`config.mk`:
```
export PLATFORM = sky130hd
export DESIGN_NAME = pid_core_v2
export DESIGN_NICKNAME = d
export VERILOG_FILES = /design/src/rtl/pid_pkg.sv /design/src/rtl/pid_mul.sv /design/src/rtl/pid_core_v2.sv
export SDC_FILE = /design/constraint.sdc
export NUM_CORES = 1
export LEC_CHECK = 0
export ABC_AREA = 1
export ABC_CLOCK_PERIOD_IN_PS = 8300
export BUFFER_PORTS_ARGS = -buffer_cell sky130_fd_sc_hd__buf_2
export CAP_MARGIN = 20
export CORE_UTILIZATION = 30
export CTS_CLUSTER_DIAMETER = 40
export DETAILED_ROUTE_END_ITERATION = 7
export HOLD_SLACK_MARGIN = 0.15
export SLEW_MARGIN = 30
export SYNTH_ARGS = -nofsm -noshare
export SYNTH_HDL_FRONTEND = slang
export SYNTH_SLANG_ARGS = --single-unit
```
`constraint.sdc`:
```
create_clock -name clk -period 8.3 [get_ports clk]
set_clock_uncertainty 0.15 [all_clocks]
set_input_delay 0.83 -clock clk [delete_from_list [all_inputs] [get_ports clk]]
set_output_delay 0.83 -clock clk [all_outputs]
set_load 0.05 [all_outputs]
```
`src/rtl/pid_pkg.sv`:
```
// pid_pkg: shared FSM state type and default parameter constants for the PID core
package pid_pkg;
  localparam int DEF_DATA_W = 8;
  localparam int DEF_GAIN_W = 8;
  localparam int DEF_FRAC_W = 2;
  localparam int DEF_ACC_W  = 20;
  typedef enum logic [2:0] {IDLE, ERR, PTERM, ITERM, DTERM, SAT} state_t;
endpackage

```
`src/rtl/pid_mul.sv`:
```
// pid_mul: zero-extended unsigned gain times signed operand, product sign-extended to ACC_W (gain, op -> prod)
module pid_mul #(
  parameter int GAIN_W = 8,
  parameter int DATA_W = 8,
  parameter int ACC_W  = 20
) (
  input  logic        [GAIN_W-1:0] gain,
  input  logic signed [DATA_W+1:0] op,
  output logic signed [ACC_W-1:0]  prod
);
  localparam int PW = GAIN_W + DATA_W + 3;
  logic signed [PW-1:0] ge, oe, p;
  assign ge = {{(PW-GAIN_W){1'b0}}, gain};
  assign oe = {{(PW-DATA_W-2){op[DATA_W+1]}}, op};
  assign p = ge * oe;
  assign prod = {{(ACC_W-PW){p[PW-1]}}, p};
endmodule

```
`src/rtl/pid_core_v2.sv`:
```
// pid_core_v2: six-state time-shared PID controller (clk, rst_n, sample_valid/ready, setpoint, feedback, kp/ki/kd, gain_load, integ_clr -> out_valid, control_signal, sat_hi, sat_lo)
module pid_core_v2 import pid_pkg::*; #(
  parameter int DATA_W = DEF_DATA_W,
  parameter int GAIN_W = DEF_GAIN_W,
  parameter int FRAC_W = DEF_FRAC_W,
  parameter int ACC_W  = DEF_ACC_W
) (
  input  logic              clk,
  input  logic              rst_n,
  input  logic              sample_valid,
  output logic              sample_ready,
  input  logic [DATA_W-1:0] setpoint,
  input  logic [DATA_W-1:0] feedback,
  input  logic [GAIN_W-1:0] kp,
  input  logic [GAIN_W-1:0] ki,
  input  logic [GAIN_W-1:0] kd,
  input  logic              gain_load,
  input  logic              integ_clr,
  output logic              out_valid,
  output logic [DATA_W-1:0] control_signal,
  output logic              sat_hi,
  output logic              sat_lo
);
  localparam logic signed [ACC_W-1:0] ACC_MAX = {1'b0, {(ACC_W-1){1'b1}}};
  localparam logic signed [ACC_W-1:0] ACC_MIN = {1'b1, {(ACC_W-1){1'b0}}};
  localparam logic signed [ACC_W-1:0] OUT_MAX = {{(ACC_W-DATA_W){1'b0}}, {DATA_W{1'b1}}};
  state_t state;
  logic [DATA_W-1:0] sp_r, fb_r, cs_c;
  logic signed [DATA_W:0] err, prev_err, err_c;
  logic signed [DATA_W+1:0] delta, mul_op;
  logic [GAIN_W-1:0] kp_s, ki_s, kd_s, kp_st, ki_st, kd_st, mul_gain;
  logic gain_pend, clr_pend, skip, sat_hi_c, sat_lo_c;
  logic signed [ACC_W-1:0] integral, p_term, d_term, prod, isat, ssat, shifted;
  logic signed [ACC_W:0] isum;
  logic signed [ACC_W+1:0] tsum;
  assign sample_ready = state == IDLE;
  pid_mul #(.GAIN_W(GAIN_W), .DATA_W(DATA_W), .ACC_W(ACC_W)) u_mul (
    .gain(mul_gain),
    .op  (mul_op),
    .prod(prod)
  );
  always_comb begin
    err_c = $signed({1'b0, sp_r}) - $signed({1'b0, fb_r});
    mul_gain = state == PTERM ? kp_s : state == ITERM ? ki_s : kd_s;
    mul_op = state == DTERM ? delta : {err[DATA_W], err};
    skip = (sat_hi && !err[DATA_W] && |err) || (sat_lo && err[DATA_W]);
    isum = {integral[ACC_W-1], integral} + {prod[ACC_W-1], prod};
    isat = isum[ACC_W] == isum[ACC_W-1] ? isum[ACC_W-1:0] : isum[ACC_W] ? ACC_MIN : ACC_MAX;
    tsum = {{2{p_term[ACC_W-1]}}, p_term} + {{2{integral[ACC_W-1]}}, integral} + {{2{d_term[ACC_W-1]}}, d_term};
    ssat = (&tsum[ACC_W+1:ACC_W-1] || ~|tsum[ACC_W+1:ACC_W-1]) ? tsum[ACC_W-1:0] : tsum[ACC_W+1] ? ACC_MIN : ACC_MAX;
    shifted = ssat >>> FRAC_W;
    sat_hi_c = shifted > OUT_MAX;
    sat_lo_c = shifted[ACC_W-1];
    cs_c = sat_hi_c ? '1 : sat_lo_c ? '0 : shifted[DATA_W-1:0];
  end
  always_ff @(posedge clk or negedge rst_n) begin
    if (!rst_n) begin
      state <= IDLE;
      sp_r <= '0;
      fb_r <= '0;
      err <= '0;
      prev_err <= '0;
      delta <= '0;
      integral <= '0;
      p_term <= '0;
      d_term <= '0;
      kp_s <= '0;
      ki_s <= '0;
      kd_s <= '0;
      kp_st <= '0;
      ki_st <= '0;
      kd_st <= '0;
      gain_pend <= 1'b0;
      clr_pend <= 1'b0;
      control_signal <= '0;
      out_valid <= 1'b0;
      sat_hi <= 1'b0;
      sat_lo <= 1'b0;
    end else begin
      out_valid <= 1'b0;
      if (gain_load) begin
        kp_st <= kp;
        ki_st <= ki;
        kd_st <= kd;
      end
      gain_pend <= gain_load | (gain_pend & state != IDLE);
      clr_pend <= (integ_clr | clr_pend) & (state != IDLE);
      case (state)
        IDLE: begin
          if (gain_pend) begin
            kp_s <= kp_st;
            ki_s <= ki_st;
            kd_s <= kd_st;
          end
          if (integ_clr | clr_pend) begin
            integral <= '0;
            prev_err <= '0;
            sat_hi <= 1'b0;
            sat_lo <= 1'b0;
          end
          if (sample_valid) begin
            sp_r <= setpoint;
            fb_r <= feedback;
            state <= ERR;
          end
        end
        ERR: begin
          err <= err_c;
          delta <= {err_c[DATA_W], err_c} - {prev_err[DATA_W], prev_err};
          state <= PTERM;
        end
        PTERM: begin
          p_term <= prod;
          state <= ITERM;
        end
        ITERM: begin
          if (!skip) integral <= isat;
          state <= DTERM;
        end
        DTERM: begin
          d_term <= prod;
          state <= SAT;
        end
        SAT: begin
          control_signal <= cs_c;
          sat_hi <= sat_hi_c;
          sat_lo <= sat_lo_c;
          prev_err <= err;
          out_valid <= 1'b1;
          state <= IDLE;
        end
        default: state <= IDLE;
      endcase
    end
  end
endmodule
```
==> impl_results.md, run 1 <==
- Status: complete, no violations
- Clk Latency, worst-skew pair: between 0.4 and 0.5 ns
- Commonest cells after routing, fill and taps aside: nand2_1 (434), inv_1 (299), dfrtp_1 (166), o21ai_0 (141), nor2_1 (114)
- Netlist cell types: 46
- Final Hold Vio Count: 0
- Final Setup Violations: 0
- Sequential share of the synthesized area: 0.318
- H-tree levels: 4
- Vias in the first global route: 10,600
- Post-synth ARST share: 1.00
- Router iterations before antenna repair: 7
- Fin crit period: around 7.7 ns
- Die width: between 200 and 250 um
- Io pins: 57
- Via/cell ratio: 4.54
- Worst Path Max Fanout: 20
- Largest net degree at the start of global routing: 99
- Achievable clock frequency: 130 MHz
- Commonest non-fill, non-tap cell in the layout: nand2_1
- Area growth from synthesis to layout: 12.9%
- Synth Warn #: 0
- Die height: approximately 210 um
- MaxCap Viol Count: 0
- Post-synth top flop: dfrtp_1
- Flop-to-flop setup slack: just under 0.6 ns
- Total Wirelength: around 32,000 um
- Final cycle utilization of the critical path: 0.930
- CTS root buf: clkbuf_16
- I/O Buffers: 56
- CP max-delay cell: o21ai_0
- Clock Path Buffers: 2
- Req. time, crit path: 8.50 ns
- Dpl hpwl: between 20,000 and 30,000 um
- Crit Path Category: flop to flop
- Crit-path most repeated cell: nand2_1
- Design area: 14,800 um2
- RSZ-0062 raised after global routing: no
- Max incr delay on CP: around 0.65 ns
- Max-slew headroom: 0.431
- Effective utilization at floorplan: 0.304
- Gp weighted congestion: a little over 0.9
- EDFF count, synth: 0
- Mapped Area: approximately 13,000 um2
- Grt ovf: 0
- Setup_tns: 0 ns
- GRT Total Usage: 0.151
- Number of synthesized register bits: 166
- Slew @ Worst Pin: 0.854 ns
- Routed Antenna Nets: 0
- Core area: about 43,000 um2
- Die ar.: around 44,000 um2
- Startpoint Class: flop
- Clk slew on worst S/H paths: approximately 0.07 ns
- Antenna cells: 0
- Syn_area_per_cell: a little under 8 um2
- First-pass GRT wire length: 53,100 um
- Layout Nets: between 1,500 and 2,000
- Hold Crit Class: primary input to async pin
- Hold_buf cts: 0
- Syn Nets: approximately 1,900
- Clk sink count: between 150 and 200
- Post-DP Area: roughly 14,000 um2
- Vias: around 11,000
- Drt first-iter violations: 546
- Crit. End Element: flop
- Final Max Slew Viols: 0
- DRC viols: 0
- WP data arrival: 7.91 ns
- CTS tree: built
- Synthesized instance count: about 1,700
- Initial antenna violation count: 0
- Share of post-route cells with drive strength above 1: 0.0895
- Std-Cell Rows: between 70 and 80
- TritonCTS Buffers: 17
- Fill cells: 4,590
- Routed len/inst: 13.8 um
-- layer usage --
| layer | track usage | vias to the layer above | routed length, um |
|---|---|---|---|
| met2 | 0.248 | 189 | 14900 |
| met1 | 0.202 | 4987 | 15400 |
| met3 | 0.0259 | 40 | 1160 |
| li1 | - | 5293 | - |
| met5 | 0 | - | 0 |
| met4 | 0.0445 | 0 | 488 |
-- timing repair --
action | in CTS | in global routing
endpoints found under the setup margin | 0 | 19
gates resized for setup | 0 | 6
buffers inserted | 0 | 4
hold endpoints to repair | 0 | 0
-- registers in the layout (all words and copies together), names as in the netlist, 3 cells and up --
name            flops
integral           20
d_term             19
p_term             19
delta              10
err                 9
prev_err            9
control_signal      8
fb_r                8
kd_s                8
kd_st               8
ki_s                8
ki_st               8
kp_s                8
kp_st               8
sp_r                8
state               3
-- cells in the mapped netlist, types with 2 or more instances --
library cell    n  share of area
a21boi_0        2         0.0011
a21o_1          3         0.0017
a21oi_1        73          0.028
a31oi_1         3         0.0014
buf_2           7         0.0027
buf_6           2         0.0017
clkbuf_1       20         0.0057
clkinv_1        3        0.00086
dfrtp_1       166           0.32
fa_1           89           0.14
ha_1           96          0.092
inv_1         301          0.086
inv_2           9         0.0026
mux2_2          8         0.0069
nand2_1       434           0.12
nand2_2         3         0.0014
nand3_1        38          0.015
nand3_2         2         0.0015
nand3b_1        2         0.0011
nand4_1        10         0.0048
nor2_1        115          0.033
nor2_4          4         0.0034
nor3_1         11         0.0042
nor3_2          4         0.0031
nor4_1          2        0.00096
o211ai_1        2         0.0011
o21a_1          3         0.0017
o21ai_0       142          0.054
o21ai_1         7         0.0027
o21ai_2        11         0.0074
o21bai_1        6         0.0034
o22a_1          5         0.0034
o22ai_1        12         0.0057
xnor2_1        22          0.015
xor2_1         29          0.019
-- critical path, delay by kind of cell (launching register included) --
kind	cells	cell delay, ns
flops	1	0.46
xor+xnor	2	0.29
buf+inv	8	1.06
fa+ha+maj	6	2.52
compound gates	5	1.39
simple gates	14	1.74
-- stage by stage --
step	hold WS (ns)	instances	util	setup slack, ns
2_1_floorplan	0.298	1657	-	1.55
3_3_place_gp	0.315	2280	0.327	0.496
3_5_place_dp	0.320	2280	0.327	0.296
4_1_cts	0.337	2312	0.341	0.286
5_1_grt	0.349	2316	0.343	0.0565
6_report	0.287	2316	0.343	0.584
-- worst paths after layout --
| path | startpoint | to | cells past startpoint |
|---|---|---|---|
| worst max register to register | state[1] | integral[15] | 35 |
| min in group clk | gain_pend | gain_pend | 1 |
| worst min-delay path | rst_n | p_term[17] | 1 |
| worst min register to register | gain_pend | gain_pend | 1 |
| worst max-delay path | state[1] | integral[15] | 35 |
| max in group asynchronous | rst_n | sp_r[3] | 2 |
-- kinds of logic (layout without fill, tap and decap cells) --
kind of cell	count (synthesis)	in the layout	synth area share
AO/OA/AOI/OAI	274	274	0.116
XOR/XNOR	52	52	0.0354
adder cells (fa/ha/maj)	185	185	0.228
buffers and inverters	344	418	0.101
flip-flops	166	166	0.318
multiplexers	8	8	0.00690
AND/OR/NAND/NOR	628	628	0.194
-- area by class of cell --
| class | instances | area [um2] | share of cell area |
|---|---|---|---|
| Multi-Input combinational cell | 1147 | 7610 | 0.516 |
| Tap cell | 585 | 732 | 0.0496 |
| Sequential cell | 166 | 4150 | 0.282 |
| Clock inverter | 15 | 208 | 0.0141 |
| Inverter | 314 | 1180 | 0.0801 |
| Clock buffer | 17 | 425 | 0.0288 |
| Timing Repair Buffer | 72 | 438 | 0.0297 |
Power of run 1 is not shown: default switching activity piles up to over one toggle a cycle in this logic, so the estimate is an artifact.
==> inputs of run 2 (changes only) <==
--- a/config.mk
+++ b/config.mk
@@ -12,6 +12,7 @@
 export CORE_UTILIZATION = 30
 export CTS_CLUSTER_DIAMETER = 40
 export DETAILED_ROUTE_END_ITERATION = 7
+export GPL_TIMING_DRIVEN = 0
 export HOLD_SLACK_MARGIN = 0.15
 export SLEW_MARGIN = 30
 export SYNTH_ARGS = -nofsm -noshare
==> run 2 against run 1 <==
  * First-iteration DRC count is 0.73% higher
  * Maximum frequency hardly changed
  * Via count stayed put
  * Routed wire length is 1.6% lower
  * Flip-flop and latch count stayed put
  * Critical endpoint is now integral[4]
  * Largest cell class unchanged
==> impl_results.md, run 2 (synthesized netlist as in run 1, its figures left out) <==
- H-tree levels: 4 (unchanged)
- Area growth from synthesis to layout: 13.3%
- Startpoint Class: flop
- Fill cells: 4,600 (+0.22%)
- Initial antenna violation count: 0 (unchanged)
- First-pass GRT wire length: 53,300 um (+0.35%)
- GRT Total Usage: 0.150 (-0.000933)
- Final Hold Vio Count: 0 (unchanged)
- Regs by FF count: integral x20, d_term x19, p_term x19
- Routed Antenna Nets: 0 (unchanged)
- Total Wirelength: 31,400 um (-1.6%)
- Crit-path most repeated cell: nand2_1
- Layout Nets: 1,968 (+1.0%)
- Grt ovf: 0 (unchanged)
- Fin crit period: 7.72 ns (+0.00436 ns)
- Share of post-route cells with drive strength above 1: 0.0919 (+0.00240)
- Final Max Slew Viols: 0 (unchanged)
- Worst Path Max Fanout: 10 (-50%)
- Largest Register: integral
- DRC viols: 0 (unchanged)
- Largest net degree at the start of global routing: 86 (-13%)
- Clk sink count: 166 (unchanged)
- Max reg flops: 20 (unchanged)
- MaxCap Viol Count: 0 (unchanged)
- Commonest cells after routing, fill and taps aside: nand2_1 (434), inv_1 (295), dfrtp_1 (165), o21ai_0 (136), nor2_1 (114)
- M2 GR Usage: 0.254 (+0.00626)
- CTS tree: built
- GR met1 Demand/Resource: 0.198 (-0.00466)
- Vias in the first global route: 10,700 (+0.36%)
- Commonest non-fill, non-tap cell in the layout: nand2_1
- Core area: 43,000 um2 (unchanged)
- Routed len/inst: 13.5 um (-2.4%)
- Dpl hpwl: 26,000 um (+2.4%)
- Design area: 14,800 um2 (+0.34%)
- CP max-delay cell: fa_1
- Clk Latency, worst-skew pair: 0.45 ns (about the same)
- Grt met3 use: 0.0241 (-0.00178)
- Achievable clock frequency: 130 MHz (about the same)
- Busiest layer in global routing: met2
- Std-Cell Rows: 76 (unchanged)
- Crit Path Category: flop to flop
- Clock Path Buffers: 2 (unchanged)
- Effective utilization at floorplan: 0.304 (unchanged)
- Status: complete, no violations
- Sequential Area: 4160 um2 (about the same)
- Final Setup Violations: 0 (unchanged)
- Die height: 211 um (unchanged)
- Gp weighted congestion: 0.889 (-2.5%)
- CTS root buf: clkbuf_16
- WP data arrival: 7.94 ns (+0.03 ns)
- I/O Buffers: 55 (-1.8%)
- Hold Crit Class: flop to flop
- Slew @ Worst Pin: 0.650 ns (-0.205 ns)
- Setup_tns: 0 ns (unchanged)
- Clk slew on worst S/H paths: 0.08 ns (about the same)
- Top Family by Delay on Critical Path: adder cells
- Via/cell ratio: 4.50 (-0.86%)
- Req. time, crit path: 8.52 ns (+0.02 ns)
- Max incr delay on CP: 0.52 ns (-0.13 ns)
- Drt first-iter violations: 550 (+0.73%)
- TritonCTS Buffers: 17 (unchanged)
- Die width: 211 um (unchanged)
- Router iterations before antenna repair: 5 (-2)
- Antenna cells: 0 (unchanged)
- Die ar.: 44,400 um2 (unchanged)
- Crit path buf inv count: 9 (+1)
- Area of the multi-input gates: 7630 um2 (+0.23%)
- Final cycle utilization of the critical path: 0.930 (about the same)
- Io pins: 57 (unchanged)
- Max-slew headroom: 0.565 (+0.134)
- Vias: 10,500 (unchanged)
- Crit. End Element: flop
- Post-DP Area: 14,100 um2 (+0.67%)
-- run 2: area by class of cell --
cell class	instances	share of cell area
Multi-Input combinational cell	1147	0.516
Sequential cell	166	0.281
Inverter	314	0.0800
Tap cell	585	0.0494
Clock buffer	17	0.0287
Timing Repair Buffer	62	0.0257
Clock inverter	15	0.0106
Buffer	30	0.00921
-- run 2: through the flow --
stage	worst slack, ns	std cells	hold WS, ns	utilization
finish	0.579	2336	0.339	0.344
global route	-0.00853	2336	0.353	0.344
CTS	0.148	2332	0.340	0.343
detailed placement	-0.179	2299	0.320	0.329
global placement	-0.158	2297	0.316	0.327
floorplan	1.55	1657	0.298	-
-- run 2: final timing paths --
| check | slack [ns] | depth (start not counted) | from | to |
|---|---|---|---|---|
| max | 0.58 | 37 | state[2] | integral[4] |
| min | 0.34 | 1 | gain_pend | gain_pend |
| max reg2reg | 0.58 | 37 | state[2] | integral[4] |
| min reg2reg | 0.34 | 1 | gain_pend | gain_pend |
| max in group asynchronous | 6.37 | 4 | rst_n | state[1] |
| min in group asynchronous | 0.62 | 2 | rst_n | integral[1] |
-- run 2: routing by layer --
metal | part of all wire | wire, um
met1 | 0.47 | 14900
met2 | 0.48 | 14900
met3 | 0.032 | 1010
met4 | 0.018 | 579
met5 | 0 | 0
-- run 2: timing repair --
action	in CTS	in global routing
endpoints found under the setup margin	14	19
resized for setup	3	16
pin swaps	0	1
buffers inserted	0	4
hold endpoints to repair	1	0
hold buffers	1	0
-- run 2: worst reg2reg max path: cells and delay by family (launching register included) --
| family | cells | cell delay (ns) |
|---|---|---|
| AOI/OAI and AO/OA | 2 | 0.36 |
| and+or+nand+nor | 18 | 2.26 |
| xor gates and xnor gates | 2 | 0.65 |
| DFF | 1 | 0.48 |
| buffers and inverters | 9 | 1.09 |
| adders and majority gates | 6 | 2.65 |
Power of run 2 is left out for the same reason.
==> inputs of run 3 (changes only) <==
--- a/config.mk
+++ b/config.mk
@@ -10,6 +10,7 @@
 export BUFFER_PORTS_ARGS = -buffer_cell sky130_fd_sc_hd__buf_2
 export CAP_MARGIN = 20
 export CORE_UTILIZATION = 30
+export CTS_BUF_LIST = sky130_fd_sc_hd__clkbuf_4 sky130_fd_sc_hd__clkbuf_8
 export CTS_CLUSTER_DIAMETER = 40
 export DETAILED_ROUTE_END_ITERATION = 7
 export GPL_TIMING_DRIVEN = 0
==> run 3 against run 2 <==
  * Maximum frequency shrank 0.33%
  * Non-clock buffer count did not move
  * Via count hardly changed
  * Utilization is 0.45 points lower
  * Worst setup slack worse by 0.026 ns
  * Worst hold slack improved by 0.0057 ns
  * First-iteration DRC count down 7.8%
  * Routed wire length shrank 0.24%
  * Design area fell by 1.3%
  * Register-to-register slack got worse by 0.03 ns
  * Global-route usage decreased by 0.11 points
  * Clock-buffer cell count unchanged
  * Critical path type unchanged
  * Highest routed layer unchanged
==> impl_results.md, run 3 (synthesized netlist as in run 1, its figures left out) <==
- Commonest cells after routing, fill and taps aside: nand2_1 (434), inv_1 (295), dfrtp_1 (165), o21ai_0 (136), nor2_1 (114)
- Total Wirelength: 31,400 um (-0.24%)
- Routed len/inst: 13.4 um (-0.24%)
- Router iterations before antenna repair: 5 (unchanged)
- Share of post-route cells with drive strength above 1: 0.0919 (unchanged)
- Setup_tns: 0 ns (unchanged)
- I/O Buffers: 55 (unchanged)
- Clock Path Buffers: 2 (unchanged)
- Effective utilization at floorplan: 0.304 (unchanged)
- Worst r2r src: state[2]
- Achievable clock frequency: 129 MHz (-0.33%)
- Worst reg2reg path endpoint: integral[4]
- Drt first-iter violations: 507 (-7.8%)
- Crit-path most repeated cell: nand2_1
- Max incr delay on CP: 0.52 ns (about the same)
- Worst Path Max Fanout: 10 (unchanged)
- WP data arrival: 7.99 ns (+0.05 ns)
- Crit Path Category: flop to flop
- Clk sink count: 166 (unchanged)
- DRC viols: 0 (unchanged)
- Die height: 211 um (unchanged)
- H-tree levels: 4 (unchanged)
- Via/cell ratio: 4.50 (about the same)
- Fin crit period: 7.75 ns (+0.0256 ns)
- Final Max Slew Viols: 0 (unchanged)
- Clk slew on worst S/H paths: 0.10 ns (+0.02 ns)
- Final Hold Vio Count: 0 (unchanged)
- MaxCap Viol Count: 0 (unchanged)
- Area growth from synthesis to layout: 11.8%
- Final Setup Violations: 0 (unchanged)
- WHS Endpoint: gain_pend
- Antenna cells: 0 (unchanged)
- Io pins: 57 (unchanged)
- Gp weighted congestion: 0.889 (unchanged)
- CP max-delay cell: fa_1
- Vias: 10,500 (-0.029%)
- Dpl hpwl: 26,000 um (unchanged)
- Grt ovf: 0 (unchanged)
- CTS root buf: clkbuf_8
- Worst-case reg-to-reg path depth: 37 (unchanged)
- Commonest non-fill, non-tap cell in the layout: nand2_1
- Crit. End Element: flop
- Startpoint Class: flop
- Req. time, crit path: 8.54 ns (+0.02 ns)
- Worst hold path depth: 1 (unchanged)
- CTS tree: built
- Routed Antenna Nets: 0 (unchanged)
- Vias in the first global route: 10,600 (-0.27%)
- HP Start: gain_pend
- Slew @ Worst Pin: 0.671 ns (+0.0217 ns)
- Initial antenna violation count: 0 (unchanged)
- Final cycle utilization of the critical path: 0.933 (+0.00309)
- Layout Nets: 1,968 (unchanged)
- Largest net degree at the start of global routing: 86 (unchanged)
- GRT Total Usage: 0.149 (-0.00109)
- Std-Cell Rows: 76 (unchanged)
- Max reg flops: 20 (unchanged)
- First-pass GRT wire length: 53,000 um (-0.56%)
- Max-slew headroom: 0.550 (-0.0146)
- Hold Crit Class: flop to flop
- Die width: 211 um (unchanged)
- Die ar.: 44,400 um2 (unchanged)
- Regs by FF count: integral x20, d_term x19, p_term x19
- Largest Register: integral
- Flop-to-flop setup slack: 0.55 ns (-0.03 ns)
- Clk Latency, worst-skew pair: 0.47 ns (+0.02 ns)
- TritonCTS Buffers: 17 (unchanged)
- Core area: 43,000 um2 (unchanged)
- Status: complete, no violations
[run 3: layer usage]
| layer | vias to the layer above | GRT usage | part of all wire |
|---|---|---|---|
| li1 | 5344 | - | - |
| met1 | 4959 | 0.195 | 0.47 |
| met2 | 166 | 0.254 | 0.48 |
| met3 | 37 | 0.0241 | 0.031 |
| met4 | 0 | 0.0377 | 0.018 |
| met5 | - | 0 | 0 |
[run 3: area by class of cell]
| class | instances | area [um2] |
|---|---|---|
| well taps | 585 | 732 |
| multi-input cells | 1147 | 7630 |
| inverters | 314 | 1180 |
| repair buffers | 62 | 380 |
| clock inverters | 15 | 156 |
| clock buffers | 17 | 234 |
| plain buffers | 30 | 136 |
| fillers | 4617 | 28400 |
| flip-flops and latches | 166 | 4160 |
[run 3: how the worst max path moves through the flow]
stage,end,slack (ns),start,cells after the start
2_1_floorplan,integral[12],1.55,state[2],36
3_3_place_gp,integral[14],-0.16,state[2],32
3_5_place_dp,integral[14],-0.18,state[2],32
4_1_cts,integral[14],0.14,state[2],35
5_1_grt,integral[9],-0.02,state[1],37
6_report,integral[4],0.55,state[2],37
[run 3: critical path: cells and delay by family, from the launching register on]
family	cells	cell delay, ns
compound gates	2	0.37
xor+xnor	2	0.65
fa+ha+maj	6	2.66
buf+inv	9	1.09
flops	1	0.49
simple gates	18	2.23
[run 3: through the flow]
stage / setup WS, ns / std cells / hold WS (ns) / cell area [um2] / utilization
3_3_place_gp: -0.158 / 2297 / 0.316 / 14100 / 0.327
4_1_cts: 0.143 / 2332 / 0.346 / 14500 / 0.338
3_5_place_dp: -0.179 / 2299 / 0.320 / 14100 / 0.329
6_report: 0.554 / 2336 / 0.345 / 14600 / 0.340
5_1_grt: -0.0222 / 2336 / 0.360 / 14600 / 0.340
2_1_floorplan: 1.55 / 1657 / 0.298 / 13100 / -
[run 3: what timing repair did]
item / 4_1_cts / 5_1_grt
hold buffers: 1 / 0
pin swaps: 0 / 1
resized for setup: 3 / 16
endpoints found under the hold margin: 1 / 0
endpoints found under the setup margin: 14 / 19
setup buffers: 0 / 4
Power of run 3 is left out for the same reason.
